[config.mk]
export PLATFORM = sky130hd
export DESIGN_NAME = wb_port_arbiter_flat
export DESIGN_NICKNAME = d
export VERILOG_FILES = /design/src/rtl/wb_port_arbiter_if.sv /design/src/rtl/wb_port_arbiter.sv /design/src/flat_wrapper.sv
export SDC_FILE = /design/constraint.sdc
export NUM_CORES = 1
export LEC_CHECK = 0
export CAP_MARGIN = 20
export CELL_PAD_IN_SITES_DETAIL_PLACEMENT = 1
export CELL_PAD_IN_SITES_GLOBAL_PLACEMENT = 1
export CORE_MARGIN = 2
export CORE_UTILIZATION = 41
export CTS_CLUSTER_DIAMETER = 150
export CTS_CLUSTER_SIZE = 20
export DETAILED_ROUTE_END_ITERATION = 7
export GPL_ROUTABILITY_DRIVEN = 0
export HOLD_SLACK_MARGIN = 0.12
export MAX_ROUTING_LAYER = met4
export PLACE_DENSITY_LB_ADDON = 0.12
export SLEW_MARGIN = 5
export SYNTH_ARGS = -nofsm -noshare
export SYNTH_HDL_FRONTEND = slang
export SYNTH_SLANG_ARGS = --single-unit
[constraint.sdc]
create_clock -name clk -period 2.1 [get_ports clk]
set_clock_uncertainty 0.1 [all_clocks]
set_input_delay 0.315 -clock clk [delete_from_list [all_inputs] [get_ports clk]]
set_output_delay 0.315 -clock clk [all_outputs]
set_load 0.005 [all_outputs]
[src/rtl/wb_port_arbiter_if.sv]
// Register-file write-port arbitration bus.
// Groups the pipeline write-back request, the long-latency (mul/div) result
// handshake and the arbitrated register-file write port.
//   master : pipeline / LL unit / register file side (drives requests)
//   slave  : the arbiter (drives ll_ready, stall_pipe, rf_*, ll_drop)
interface wb_port_arbiter_if;
    localparam int unsigned REG_W  = 4;
    localparam int unsigned DATA_W = 32;

    logic              pipe_we;
    logic [REG_W-1:0]  pipe_wp;
    logic [DATA_W-1:0] pipe_wd;
    logic              ll_valid;
    logic [REG_W-1:0]  ll_rd;
    logic [DATA_W-1:0] ll_data;
    logic              ll_ready;
    logic              stall_pipe;
    logic              rf_we;
    logic [REG_W-1:0]  rf_wp;
    logic [DATA_W-1:0] rf_wd;
    logic              ll_drop;

    modport master (
        output pipe_we, pipe_wp, pipe_wd, ll_valid, ll_rd, ll_data,
        input  ll_ready, stall_pipe, rf_we, rf_wp, rf_wd, ll_drop
    );

    modport slave (
        input  pipe_we, pipe_wp, pipe_wd, ll_valid, ll_rd, ll_data,
        output ll_ready, stall_pipe, rf_we, rf_wp, rf_wd, ll_drop
    );
endinterface

[src/rtl/wb_port_arbiter.sv]
// Single register-file write port shared between the in-order pipeline
// write-back stage and a long-latency unit. LL results are buffered in a
// 2-entry FIFO; the pipeline has priority, but a live LL head that has been
// denied MAX_WAIT times forces a one-cycle pipeline stall so it can drain.
// A pipeline write to a register squashes older buffered LL results for it.
// Ports:
//   clk, rst_n : clock, asynchronous active-low reset
//   bus        : wb_port_arbiter_if.slave (pipe_*, ll_*, rf_*, stall_pipe, ll_drop)
module wb_port_arbiter #(
    parameter int unsigned MAX_WAIT = 4
) (
    input  logic              clk,
    input  logic              rst_n,
    wb_port_arbiter_if.slave  bus
);
    localparam int unsigned REG_W  = 4;
    localparam int unsigned DATA_W = 32;
    localparam int unsigned DEPTH  = 2;
    localparam int unsigned CNT_W  = 2;
    localparam int unsigned WAIT_W = 4;

    typedef enum logic {
        NORMAL = 1'b0,
        FORCE  = 1'b1
    } state_t;

    typedef struct packed {
        logic              live;
        logic [REG_W-1:0]  rd;
        logic [DATA_W-1:0] data;
    } ll_entry_t;

    state_t              state_q, state_d;
    ll_entry_t           fifo_q [DEPTH];
    ll_entry_t           fifo_d [DEPTH];
    logic                rd_ptr_q, rd_ptr_d;
    logic                wr_ptr_q, wr_ptr_d;
    logic [CNT_W-1:0]    count_q, count_d;
    logic [WAIT_W-1:0]   wait_q, wait_d;
    logic                rf_we_q, rf_we_d;
    logic [REG_W-1:0]    rf_wp_q, rf_wp_d;
    logic [DATA_W-1:0]   rf_wd_q, rf_wd_d;
    logic                ll_drop_q, ll_drop_d;
    logic                stall_q, stall_d;
    logic                ll_ready_q, ll_ready_d;

    ll_entry_t           head;
    logic                head_vld;
    logic                head_live;
    logic                enq;
    logic                pop;
    logic                pipe_grant;

    // Arbitration, FIFO bookkeeping and next-state logic
    always_comb begin
        state_d    = state_q;
        rd_ptr_d   = rd_ptr_q;
        wr_ptr_d   = wr_ptr_q;
        wait_d     = wait_q;
        rf_we_d    = 1'b0;
        rf_wp_d    = rf_wp_q;
        rf_wd_d    = rf_wd_q;
        ll_drop_d  = 1'b0;
        pop        = 1'b0;
        pipe_grant = 1'b0;

        head      = fifo_q[rd_ptr_q];
        head_vld  = (count_q != '0);
        head_live = head_vld && head.live;
        // Readiness comes from the registered count, so a same-cycle pop
        // never opens a full FIFO.
        enq       = bus.ll_valid && ll_ready_q;

        case (state_q)
            NORMAL: begin
                wait_d = '0;
                if (bus.pipe_we) begin
                    pipe_grant = 1'b1;
                    rf_we_d    = 1'b1;
                    rf_wp_d    = bus.pipe_wp;
                    rf_wd_d    = bus.pipe_wd;
                    if (head_vld && !head.live) begin
                        pop       = 1'b1;
                        ll_drop_d = 1'b1;
                    end else if (head_live && (head.rd != bus.pipe_wp)) begin
                        // A head squashed by this write leaves the counter cleared
                        wait_d = wait_q + WAIT_W'(1);
                    end
                end else if (head_live) begin
                    pop     = 1'b1;
                    rf_we_d = 1'b1;
                    rf_wp_d = head.rd;
                    rf_wd_d = head.data;
                end else if (head_vld) begin
                    pop       = 1'b1;
                    ll_drop_d = 1'b1;
                end
                if (wait_d == WAIT_W'(MAX_WAIT)) begin
                    state_d = FORCE;
                end
            end
            FORCE: begin
                if (head_live) begin
                    pop     = 1'b1;
                    rf_we_d = 1'b1;
                    rf_wp_d = head.rd;
                    rf_wd_d = head.data;
                end else if (head_vld) begin
                    pop       = 1'b1;
                    ll_drop_d = 1'b1;
                end
                wait_d  = '0;
                state_d = NORMAL;
            end
            default: begin
                wait_d  = '0;
                state_d = NORMAL;
            end
        endcase

        // Later in-order pipe write wins over older buffered results
        for (int unsigned i = 0; i < DEPTH; i++) begin
            fifo_d[i] = fifo_q[i];
            if (pipe_grant && (fifo_q[i].rd == bus.pipe_wp)) begin
                fifo_d[i].live = 1'b0;
            end
        end
        // Enqueue after the squash so a same-edge entry stays live
        if (enq) begin
            fifo_d[wr_ptr_q].live = 1'b1;
            fifo_d[wr_ptr_q].rd   = bus.ll_rd;
            fifo_d[wr_ptr_q].data = bus.ll_data;
            wr_ptr_d              = ~wr_ptr_q;
        end
        if (pop) begin
            rd_ptr_d = ~rd_ptr_q;
        end

        count_d    = count_q + CNT_W'(enq) - CNT_W'(pop);
        ll_ready_d = (count_d < CNT_W'(DEPTH));
        stall_d    = (state_d == FORCE);
    end

    // State and output registers
    always_ff @(posedge clk or negedge rst_n) begin
        if (!rst_n) begin
            state_q    <= NORMAL;
            for (int unsigned i = 0; i < DEPTH; i++) begin
                fifo_q[i] <= '0;
            end
            rd_ptr_q   <= 1'b0;
            wr_ptr_q   <= 1'b0;
            count_q    <= '0;
            wait_q     <= '0;
            rf_we_q    <= 1'b0;
            rf_wp_q    <= '0;
            rf_wd_q    <= '0;
            ll_drop_q  <= 1'b0;
            stall_q    <= 1'b0;
            ll_ready_q <= 1'b1;
        end else begin
            state_q    <= state_d;
            for (int unsigned i = 0; i < DEPTH; i++) begin
                fifo_q[i] <= fifo_d[i];
            end
            rd_ptr_q   <= rd_ptr_d;
            wr_ptr_q   <= wr_ptr_d;
            count_q    <= count_d;
            wait_q     <= wait_d;
            rf_we_q    <= rf_we_d;
            rf_wp_q    <= rf_wp_d;
            rf_wd_q    <= rf_wd_d;
            ll_drop_q  <= ll_drop_d;
            stall_q    <= stall_d;
            ll_ready_q <= ll_ready_d;
        end
    end

    assign bus.ll_ready   = ll_ready_q;
    assign bus.stall_pipe = stall_q;
    assign bus.rf_we      = rf_we_q;
    assign bus.rf_wp      = rf_wp_q;
    assign bus.rf_wd      = rf_wd_q;
    assign bus.ll_drop    = ll_drop_q;
endmodule

[src/flat_wrapper.sv]
// flat-port wrapper written by rule: the top's interface ports become plain ports
module wb_port_arbiter_flat 
#(
    parameter int unsigned MAX_WAIT = 4
)
  (clk, rst_n, bus_pipe_we, bus_pipe_wp, bus_pipe_wd, bus_ll_valid, bus_ll_rd, bus_ll_data, bus_ll_ready, bus_stall_pipe, bus_rf_we, bus_rf_wp, bus_rf_wd, bus_ll_drop);
  wb_port_arbiter_if bus_i ();
  input  logic clk;
  input  logic rst_n;
  input wire logic [$bits(bus_i.pipe_we)-1:0] bus_pipe_we;
  input wire logic [$bits(bus_i.pipe_wp)-1:0] bus_pipe_wp;
  input wire logic [$bits(bus_i.pipe_wd)-1:0] bus_pipe_wd;
  input wire logic [$bits(bus_i.ll_valid)-1:0] bus_ll_valid;
  input wire logic [$bits(bus_i.ll_rd)-1:0] bus_ll_rd;
  input wire logic [$bits(bus_i.ll_data)-1:0] bus_ll_data;
  output wire logic [$bits(bus_i.ll_ready)-1:0] bus_ll_ready;
  output wire logic [$bits(bus_i.stall_pipe)-1:0] bus_stall_pipe;
  output wire logic [$bits(bus_i.rf_we)-1:0] bus_rf_we;
  output wire logic [$bits(bus_i.rf_wp)-1:0] bus_rf_wp;
  output wire logic [$bits(bus_i.rf_wd)-1:0] bus_rf_wd;
  output wire logic [$bits(bus_i.ll_drop)-1:0] bus_ll_drop;
  assign bus_i.pipe_we = bus_pipe_we;
  assign bus_i.pipe_wp = bus_pipe_wp;
  assign bus_i.pipe_wd = bus_pipe_wd;
  assign bus_i.ll_valid = bus_ll_valid;
  assign bus_i.ll_rd = bus_ll_rd;
  assign bus_i.ll_data = bus_ll_data;
  assign bus_ll_ready = bus_i.ll_ready;
  assign bus_stall_pipe = bus_i.stall_pipe;
  assign bus_rf_we = bus_i.rf_we;
  assign bus_rf_wp = bus_i.rf_wp;
  assign bus_rf_wd = bus_i.rf_wd;
  assign bus_ll_drop = bus_i.ll_drop;
  wb_port_arbiter #(.MAX_WAIT(MAX_WAIT)) u_core (.clk(clk), .rst_n(rst_n), .bus(bus_i));
endmodule
; Yosys cells after proc, flatten, opt, wreduce, memory -nomap -nowiden
; Index checks and enable logic that the tools add are counted.
; W data, S select, Z words.
[word_totals]
regBits = 122
input_bits = 76
out_inout_bits = 40
word_cells = 82
[classes]
n_lt_le_gt_ge = 4
n_bitwise = 5
eq_ne = 4
add_sub_neg = 3
mux = 41
reduce_logical = 9
[op_table]
columns = op, count
row1 = $bwmux W74, 3
row2 = $mux W37, 4
row3 = $demux W37 S1, 3
row4 = $mux W32, 3
row5 = $mux W74, 1
row6 = $pmux W32 S2, 1
row7 = $mux W36, 1
row8 = $mux W4, 6
row9 = $pmux W4 S2, 2
row10 = $mux W1, 13
row11 = $eq A4 B4 Y1, 2
row12 = $pmux W1 S2, 4
row13 = $logic_and A1 B1 Y1, 7
row14 = $add A4 B1 Y4 const B, 1
row15 = $eq A4 B3 Y1 const B, 1
row16 = $ge A2 B2 Y1 const B, 2
row17 = $ne A4 B4 Y1, 1
row18 = $not A1 Y2, 2
row19 = $not A1 Y1, 3
row20 = $add A2 B1 Y2, 1
row21 = $lt A2 B1 Y1 const B, 1
row22 = $lt A2 B2 Y1 const B, 1
row23 = $reduce_bool A2 Y1, 1
row24 = $sub A2 B1 Y2, 1
row25 = $logic_not A1 Y1, 1

; Logic depth before layout (Yosys ltp)
; Gate-level depths: netlist of run 1.
[logic_depth]
ltp_word = 13
ltp_mapped = 9

; Worst setup path before layout of run 1
; OpenSTA, ideal clock, no wires.
[synth_timing]
path_type = flip-flop to flip-flop
startpoint = reg u_core.state_q
endpoint = reg u_core.ll_ready_q, in the netlist u_core.bus.ll_ready
n_path_buf = 1
setup_slack_ps = 202
required_ps = 1921
arrival_time_ps = 1719
path_stages_with_launch = 10
synth_period_minus_slack_ps = 1898
cell_sequence = dfrtp_1 nor2b_1 buf_2 a21oi_1 ha_1 inv_1 ha_1 xnor2_1 xnor2_1 inv_1
[synth_between]
elab_chain_cells = 4
[synth_lines]
columns = item, line
row1 = start: declaration, wb_port_arbiter.sv:33  ; state_t state_q, state_d;
row2 = start signal: assignment, wb_port_arbiter.sv:162  ; state_q <= state_d;
row3 = $not A1 Y1, --
row4 = $pmux W1 S2 *, wb_port_arbiter.sv:74  ; case (state_q)
row5 = $sub A2 B1 Y2 *, wb_port_arbiter.sv:139  ; count_d = count_q + CNT_W'(enq) - CNT_W'(pop);
row6 = net u_core.count_d[1], wb_port_arbiter.sv:38  ; logic [CNT_W-1:0] count_q, count_d;
row7 = $lt A2 B2 Y1 *, wb_port_arbiter.sv:140  ; ll_ready_d = (count_d < CNT_W'(DEPTH));
row8 = net u_core.ll_ready_d, wb_port_arbiter.sv:45  ; logic ll_ready_q, ll_ready_d;
row9 = end signal: assignment, wb_port_arbiter.sv:175  ; ll_ready_q <= ll_ready_d;
row10 = end: declaration, wb_port_arbiter.sv:45
; The timed path passes the listed nets; every way through them passes the cells marked *.
; A chain may end at the register's enable or synchronous reset.

; Worst setup path in the final report of run 1
[layout_timing]
startpoint = reg u_core.rd_ptr_q
endpoint = reg u_core.ll_ready_q, in the netlist u_core.bus.ll_ready
[layout_between]
elab_chain_cells = 11
elab_cells_between_ends = 13
classes_between = 1 x add/sub / 1 x order compare / 7 x mux / 1 x bitwise / 3 x reduce/logical
[layout_lines]
columns = item, line
row1 = start: declaration, wb_port_arbiter.sv:36  ; logic rd_ptr_q, rd_ptr_d;
row2 = start signal: assignment, wb_port_arbiter.sv:166  ; rd_ptr_q <= rd_ptr_d;
row3 = $not A1 Y2 (implied by the code) *, wb_port_arbiter.sv:67  ; head = fifo_q[rd_ptr_q];
row4 = $mux W37 (implied by the code) * (3 in series), wb_port_arbiter.sv:67
row5 = $logic_not A1 Y1, wb_port_arbiter.sv:82  ; if (head_vld && !head.live) begin
row6 = $logic_and A1 B1 Y1, wb_port_arbiter.sv:82
row7 = $mux W1, wb_port_arbiter.sv:82
row8 = $mux W1, wb_port_arbiter.sv:77  ; if (bus.pipe_we) begin
row9 = $pmux W1 S2 *, wb_port_arbiter.sv:74
row10 = $sub A2 B1 Y2 *, wb_port_arbiter.sv:139
row11 = net u_core.count_d[1], wb_port_arbiter.sv:38
row12 = $lt A2 B2 Y1 *, wb_port_arbiter.sv:140
row13 = net u_core.ll_ready_d, wb_port_arbiter.sv:45
; The timed path passes the listed nets; every way through them passes the cells marked *. The select of a mux whose other input is x is not followed.

==> flow_metrics.env, run 1 <==
export IMPL_htree_levels=4
export IMPL_cts_tree="yes"
export IMPL_cts_buffers=17
export IMPL_drt_iter0_markers=141
export IMPL_cts_sinks=122
export IMPL_holdWs_ps=319
export IMPL_port_buffers=115
export IMPL_peakVddDrop_mv=0.722
export IMPL_diodes=0
export IMPL_outcome="complete, no violations"
export IMPL_dpl_worst_slack_ps=-45.6
export IMPL_grt_total_usage_pct=20.0
export IMPL_nets=621
export IMPL_clk_pin_slew_worst_paths_ps=50
export IMPL_fin_crit_ps=1920
export IMPL_post_cts_buffers=0
export IMPL_fin_crit_sh_pct=91.5
export IMPL_rsz0062_at_grt="false"
export IMPL_setup_viol=0
export IMPL_synth_seq_cells=122
export IMPL_dp_cells=698
export IMPL_netlist_area_mm2=0.00549
export IMPL_required_ps=2340
export IMPL_ys_seq_area_share_pct=55.6
export IMPL_wirelength_um=13100
export IMPL_syn_to_final_growth_pct=38.0
export IMPL_max_freq_mhz=520
export IMPL_worst_setup_path_end_kind="flip-flop"
export IMPL_insertion_delay_ps=410
export IMPL_critPathLaunchType="flip-flop"
export IMPL_syn_inst=414
export IMPL_cts_buffer_depth=2
export IMPL_grt_pass1_wl_um=21300
export IMPL_gr_total_overflow=0
export IMPL_worst_path_max_fanout=3
export IMPL_pwr_density_cell_mw_per_mm2=1590
export IMPL_worst_slew_pin_slew_ps=479
export IMPL_async_flop_share_pct=100
export IMPL_synth_edff_count=0
export IMPL_layout_drive_gt1_share_pct=27.4
export IMPL_dieWidth_um=120
export IMPL_grt_max_degree=65
export IMPL_syn_nets=493
export IMPL_final_cells=731
export IMPL_yosys_most_used_dff="dfrtp_1"
export IMPL_routedWlPerCell_um=17.9
export IMPL_cts_root_buf="clkbuf_16"
export IMPL_drc_errors=0
export IMPL_syn_mean_instance_area_um2=13.3
export IMPL_dr_pass1_iters=4
export IMPL_dieHeight_um=120
export IMPL_finalMaxSlewViolations=0
export IMPL_num_vias=3704
export IMPL_routed_via_density=5.07
export IMPL_hold_violations=0
export IMPL_slew_headroom_pct=68.1
export IMPL_crit_type="reg -> reg"
export IMPL_hp_class="in -> async"
export IMPL_n_fill_cell=1309
export IMPL_antenna_found_initial=0
export IMPL_design_die_area_mm2=0.0143
export IMPL_ys_warn_count=0
export IMPL_start_util_pct=41.8
export IMPL_seq_area_mm2=0.00306
export IMPL_ios=116
export IMPL_multi_input_area_mm2=0.00230
export IMPL_place_hpwl_um=8950
export IMPL_critPathArrivalTime_ps=2160
export IMPL_leakage_nw=3.35
export IMPL_core_mm2=0.0131
export IMPL_fin_ws_ps=178
export IMPL_fin_tns_setup_ps=0
export IMPL_grt_pass1_vias=4184
export IMPL_rows=42
export IMPL_ys_types=30
export IMPL_drv_cap=0
export IMPL_route_antenna_remaining_nets=0
## worst max-delay path, cell delays in order (launching register included)
cell	delay [ps]
dfrtp_2	420
mux2_4	320
a21oi_2	180
ha_1	250
inv_1	60
ha_1	150
xnor2_1	130
xnor2_1	170
inv_1	70
## what timing repair did
item,CTS,global route
hold endpoints to repair,29,0
setup endpoints to repair,0,2
gates resized for setup,0,1
hold buffers,1,0
## layout make-up
| class | count | share of cell area (%) |
|---|---|---|
| Timing Repair Buffer | 133 | 17.8 |
| Clock inverter | 7 | 1.78 |
| Tap cell | 176 | 2.90 |
| Clock buffer | 25 | 6.67 |
| Multi-Input combinational cell | 263 | 30.3 |
| Inverter | 5 | 0.248 |
| Sequential cell | 122 | 40.3 |
## per-layer routing
layer	up-vias	share of wire, %	global-route usage (%)
met5	-	0	-
met4	0	1.7	7.72
met3	18	3.2	4.52
met2	81	52	33.6
met1	1893	43	23.6
li1	1712	-	-
## synth_stat cells, types with 2 or more instances
cell      instances  area [um2]
buf_2            12        60.1
buf_6             4        45.0
clkbuf_1          7        26.3
dfrtp_1         121        3030
ha_1              3        37.5
inv_1             5        18.8
mux2_1           13         146
mux2_2           93        1050
mux2_4            3        45.0
mux2i_1          37         370
nand2_1          41         154
nor2_1            2        7.51
nor3_1            4        20.0
o21ai_1          35         175
o41ai_1           2        17.5
xnor2_1           6        52.6
xor2_1           13         114
## placed cells by master, fill, tap and decap left out, types with 2 or more instances in the layout
cell             count
clkinv_2             3
mux2_1              13
nand2_1             40
nor2_1               2
o21ai_1             35
buf_4               13
nor3_1               4
clkbuf_16           17
ha_1                 3
o41ai_1              2
inv_1                5
clkdlybuf4s50_1    114
dfrtp_1            120
mux2_4               3
xor2_1              13
clkbuf_8             5
mux2i_1             37
mux2_2              93
bufinv_16            4
clkbuf_1             3
buf_12               5
xnor2_1              6
## path summary, 6_finish.rpt
kind | end | from | depth (start not counted) | slack (ps)
min in group clk | u_core.bus.rf_wd[1]$_DFF_PN0_ | bus_pipe_wd[1] | 3 | 350
min reg2reg | flip-flop | flip-flop | 1 | 390
max reg2reg | u_core.bus.ll_ready$_DFF_PN1_ | u_core.rd_ptr_q$_DFFE_PN0N_ | 8 | 180
max in group asynchronous | u_core.bus.ll_ready$_DFF_PN1_ | rst_n | 3 | 820
min | async pin | rst_n | 2 | 320
max | u_core.bus.ll_ready$_DFF_PN1_ | u_core.rd_ptr_q$_DFFE_PN0N_ | 8 | 180
## cell families after synthesis
| group | after synthesis | share of synthesized area (%) |
|---|---|---|
| mux | 146 | 29.3 |
| flops | 122 | 55.6 |
| simple gates | 55 | 4.62 |
| compound gates | 40 | 3.90 |
| buf+inv | 29 | 2.87 |
| xor+xnor | 19 | 3.03 |
| fa+ha+maj | 3 | 0.683 |
## per-stage QoR
stage / area (um2) / util (%) / power [mW]
after global routing: 7580 / 57.7 / 12.8
after detailed placement: 6930 / 52.7 / 9.03
after CTS: 7580 / 57.7 / 12.3
after floorplan: 5490 / - / 7.23
after global placement: 6930 / 52.7 / 8.77
final: 7580 / 57.7 / 12.1
## report_power, final
part           internal [mW]  switching (mW)  leakage [nW]
logic                   2.84            1.96          1.58
clock network           2.14           0.989         0.317
registers               3.52           0.632          1.46
Note: power is estimated with default switching activity, not from simulation.
==> run 2, diff against run 1 <==
CORE_UTILIZATION = 51   (was 41)
DONT_BUFFER_PORTS = 1   (was default)
==> run 2 against run 1 <==
Effect of this change: the flow now finishes with violations (hold timing); utilization is 9.6 points higher; maximum frequency is 2.6% lower; critical path depth is 3 lower; sequential share of layout area is 3.5 points higher; via count is 3.1% lower; register-to-register slack worse by 50 ps; global-route usage is 7.9 points higher; critical path type unchanged; critical endpoint is now u_core.wait_q[2]$_DFF_PN0_.
==> flow_metrics.env, run 2 (synthesis gave the netlist of run 1 again) <==
export IMPL_reg2reg_to="u_core.wait_q[2]$_DFF_PN0_"
export IMPL_finalMaxSlewViolations=0
export IMPL_dieHeight_um=108
export IMPL_post_cts_buffers=0
export IMPL_num_vias=3589
export IMPL_place_hpwl_um=7510
export IMPL_pwr_density_cell_mw_per_mm2=1640
export IMPL_holdWs_ps=-613
export IMPL_required_ps=2390
export IMPL_cts_hold_fix_buffers=73
export IMPL_cts_buffers=17
export IMPL_layout_drive_gt1_share_pct=29.1
export IMPL_rsz0062_at_grt="false"
export IMPL_final_cell_mix="dfrtp_1, mux2_2, dlygate4sd3_1, nand2_1, mux2i_1"
export IMPL_cp_num_buf_inv=1
export IMPL_slew_headroom_pct=67.2
export IMPL_hold_violations=122
export IMPL_setup_viol=0
export IMPL_cts_sinks=122
export IMPL_cp_slowest_stage_delay_ps=410
export IMPL_insertion_delay_ps=520
export IMPL_drc_errors=0
export IMPL_ff2ff_path_depth=5
export IMPL_final_common_cell="dfrtp_1"
export IMPL_violations="hold timing"
export IMPL_cts_buffer_depth=2
export IMPL_critPathArrivalTime_ps=2260
export IMPL_outcome="finished with violations"
export IMPL_grt_max_degree=123
export IMPL_max_freq_mhz=507
export IMPL_drv_cap=0
export IMPL_crit_type="reg -> reg"
export IMPL_dp_cells=537
export IMPL_worst_setup_path_end_kind="flip-flop"
export IMPL_htree_levels=4
export IMPL_fin_area_mm2=0.00698
export IMPL_wirelength_um=14800
export IMPL_route_antenna_remaining_nets=0
export IMPL_dr_pass1_iters=4
export IMPL_fin_crit_sh_pct=93.9
export IMPL_core_mm2=0.0104
export IMPL_final_util_pct=67.3
export IMPL_cp_top_family="simple AND/OR/NAND/NOR gates"
export IMPL_fin_tns_setup_ps=0
export IMPL_dpl_worst_slack_ps=129
export IMPL_grt_pass1_vias=4269
export IMPL_leakage_nw=3.12
export IMPL_fin_crit_ps=1970
export IMPL_critPathLaunchType="flip-flop"
export IMPL_peakVddDrop_mv=0.991
export IMPL_routedWlPerCell_um=22.9
export IMPL_start_util_pct=53.0
export IMPL_final_cells=643
export IMPL_ff2ff_setup_slack_ps=130
export IMPL_grt_total_usage_pct=27.9
export IMPL_grt_pass1_wl_um=23200
export IMPL_hp_class="in -> async"
export IMPL_rows=37
export IMPL_drt_iter0_markers=128
export IMPL_rr_startpoint="u_core.rd_ptr_q$_DFFE_PN0N_"
export IMPL_path_cells="buf_4 -> mux2i_1 -> xnor2_1 -> nor4_4 -> nor3_1"
export IMPL_worst_path_max_fanout=18
export IMPL_syn_to_final_growth_pct=27.0
export IMPL_fin_ws_ps=127
export IMPL_placed_area_mm2=0.00563
export IMPL_ios=116
export IMPL_critPathSlowestCell="mux2i_1"
export IMPL_nets=572
export IMPL_antenna_found_initial=1
export IMPL_worst_slew_pin_slew_ps=492
export IMPL_routed_via_density=5.58
export IMPL_cts_tree="yes"
export IMPL_clk_pin_slew_worst_paths_ps=60
export IMPL_cts_root_buf="clkbuf_8"
export IMPL_port_buffers=0
export IMPL_design_die_area_mm2=0.0116
export IMPL_dieWidth_um=108
export IMPL_gr_total_overflow=0
==> run 2: cell type report <==
type | count | area, um2
antenna | 1 | 2.50
clock buffer | 21 | 469
clock inverter | 11 | 143
fill | 982 | 3390
inverter | 5 | 18.8
multi-input combinational | 263 | 2290
sequential | 122 | 3060
tap | 136 | 170
timing repair buffer | 84 | 826
==> run 2: report_power, final <==
part           total (mW)  internal, mW  leakage, nW  switching [mW]
Sequential           4.32          3.52         1.46           0.799
Clock                3.01          1.93        0.288            1.09
Combinational        4.10          2.18         1.38            1.92
==> run 2: worst reg2reg max path: cells and delay by family (launching register included) <==
family                    cells  cell delay [ps]
and+or+nand+nor               2              490
DFF                           1              360
xor gates and xnor gates      1              200
buffers and inverters         1              280
muxes                         1              410
==> run 2: worst max-delay path by stage <==
| stage | from | end | slack, ps | depth (start not counted) |
|---|---|---|---|---|
| floorplan | u_core.state_q$_DFF_PN0_ | u_core.bus.ll_ready$_DFF_PN1_ | 200 | 9 |
| global placement | u_core.rd_ptr_q$_DFFE_PN0N_ | u_core.wait_q[3]$_DFF_PN0_ | 210 | 5 |
| detailed placement | u_core.rd_ptr_q$_DFFE_PN0N_ | u_core.bus.ll_ready$_DFF_PN1_ | 130 | 8 |
| CTS | u_core.rd_ptr_q$_DFFE_PN0N_ | u_core.bus.ll_ready$_DFF_PN1_ | 120 | 8 |
| global route | u_core.rd_ptr_q$_DFFE_PN0N_ | u_core.bus.ll_ready$_DFF_PN1_ | 30 | 8 |
| finish | u_core.rd_ptr_q$_DFFE_PN0N_ | u_core.wait_q[2]$_DFF_PN0_ | 130 | 5 |
==> run 2: metal layers <==
| metal | global-route usage, % | vias to the layer above | wire [um] |
|---|---|---|---|
| li1 | - | 1599 | - |
| met1 | 30.1 | 1846 | 5660 |
| met2 | 49.1 | 105 | 7990 |
| met3 | 7.08 | 39 | 669 |
| met4 | 11.1 | 0 | 437 |
| met5 | - | - | 0 |
==> run 2: repair_timing <==
action / in CTS / in global routing
hold endpoints to repair: 234 / 122
gates resized for setup: 0 / 0
setup endpoints to repair: 0 / 0
==> run 2: stage by stage <==
stage	hold slack [ps]	power, mW
2_1_floorplan	-80.6	7.23
3_3_place_gp	-77.1	7.84
3_5_place_dp	-78.2	8.06
4_1_cts	-631	11.3
5_1_grt	-637	12.0
6_report	-613	11.4
==> run 3, diff against run 2 <==
GPL_ROUTABILITY_DRIVEN = default   (was 0)
==> results of run 3 <==
The final DEF is identical to that of run 2; final timing and power are the same.
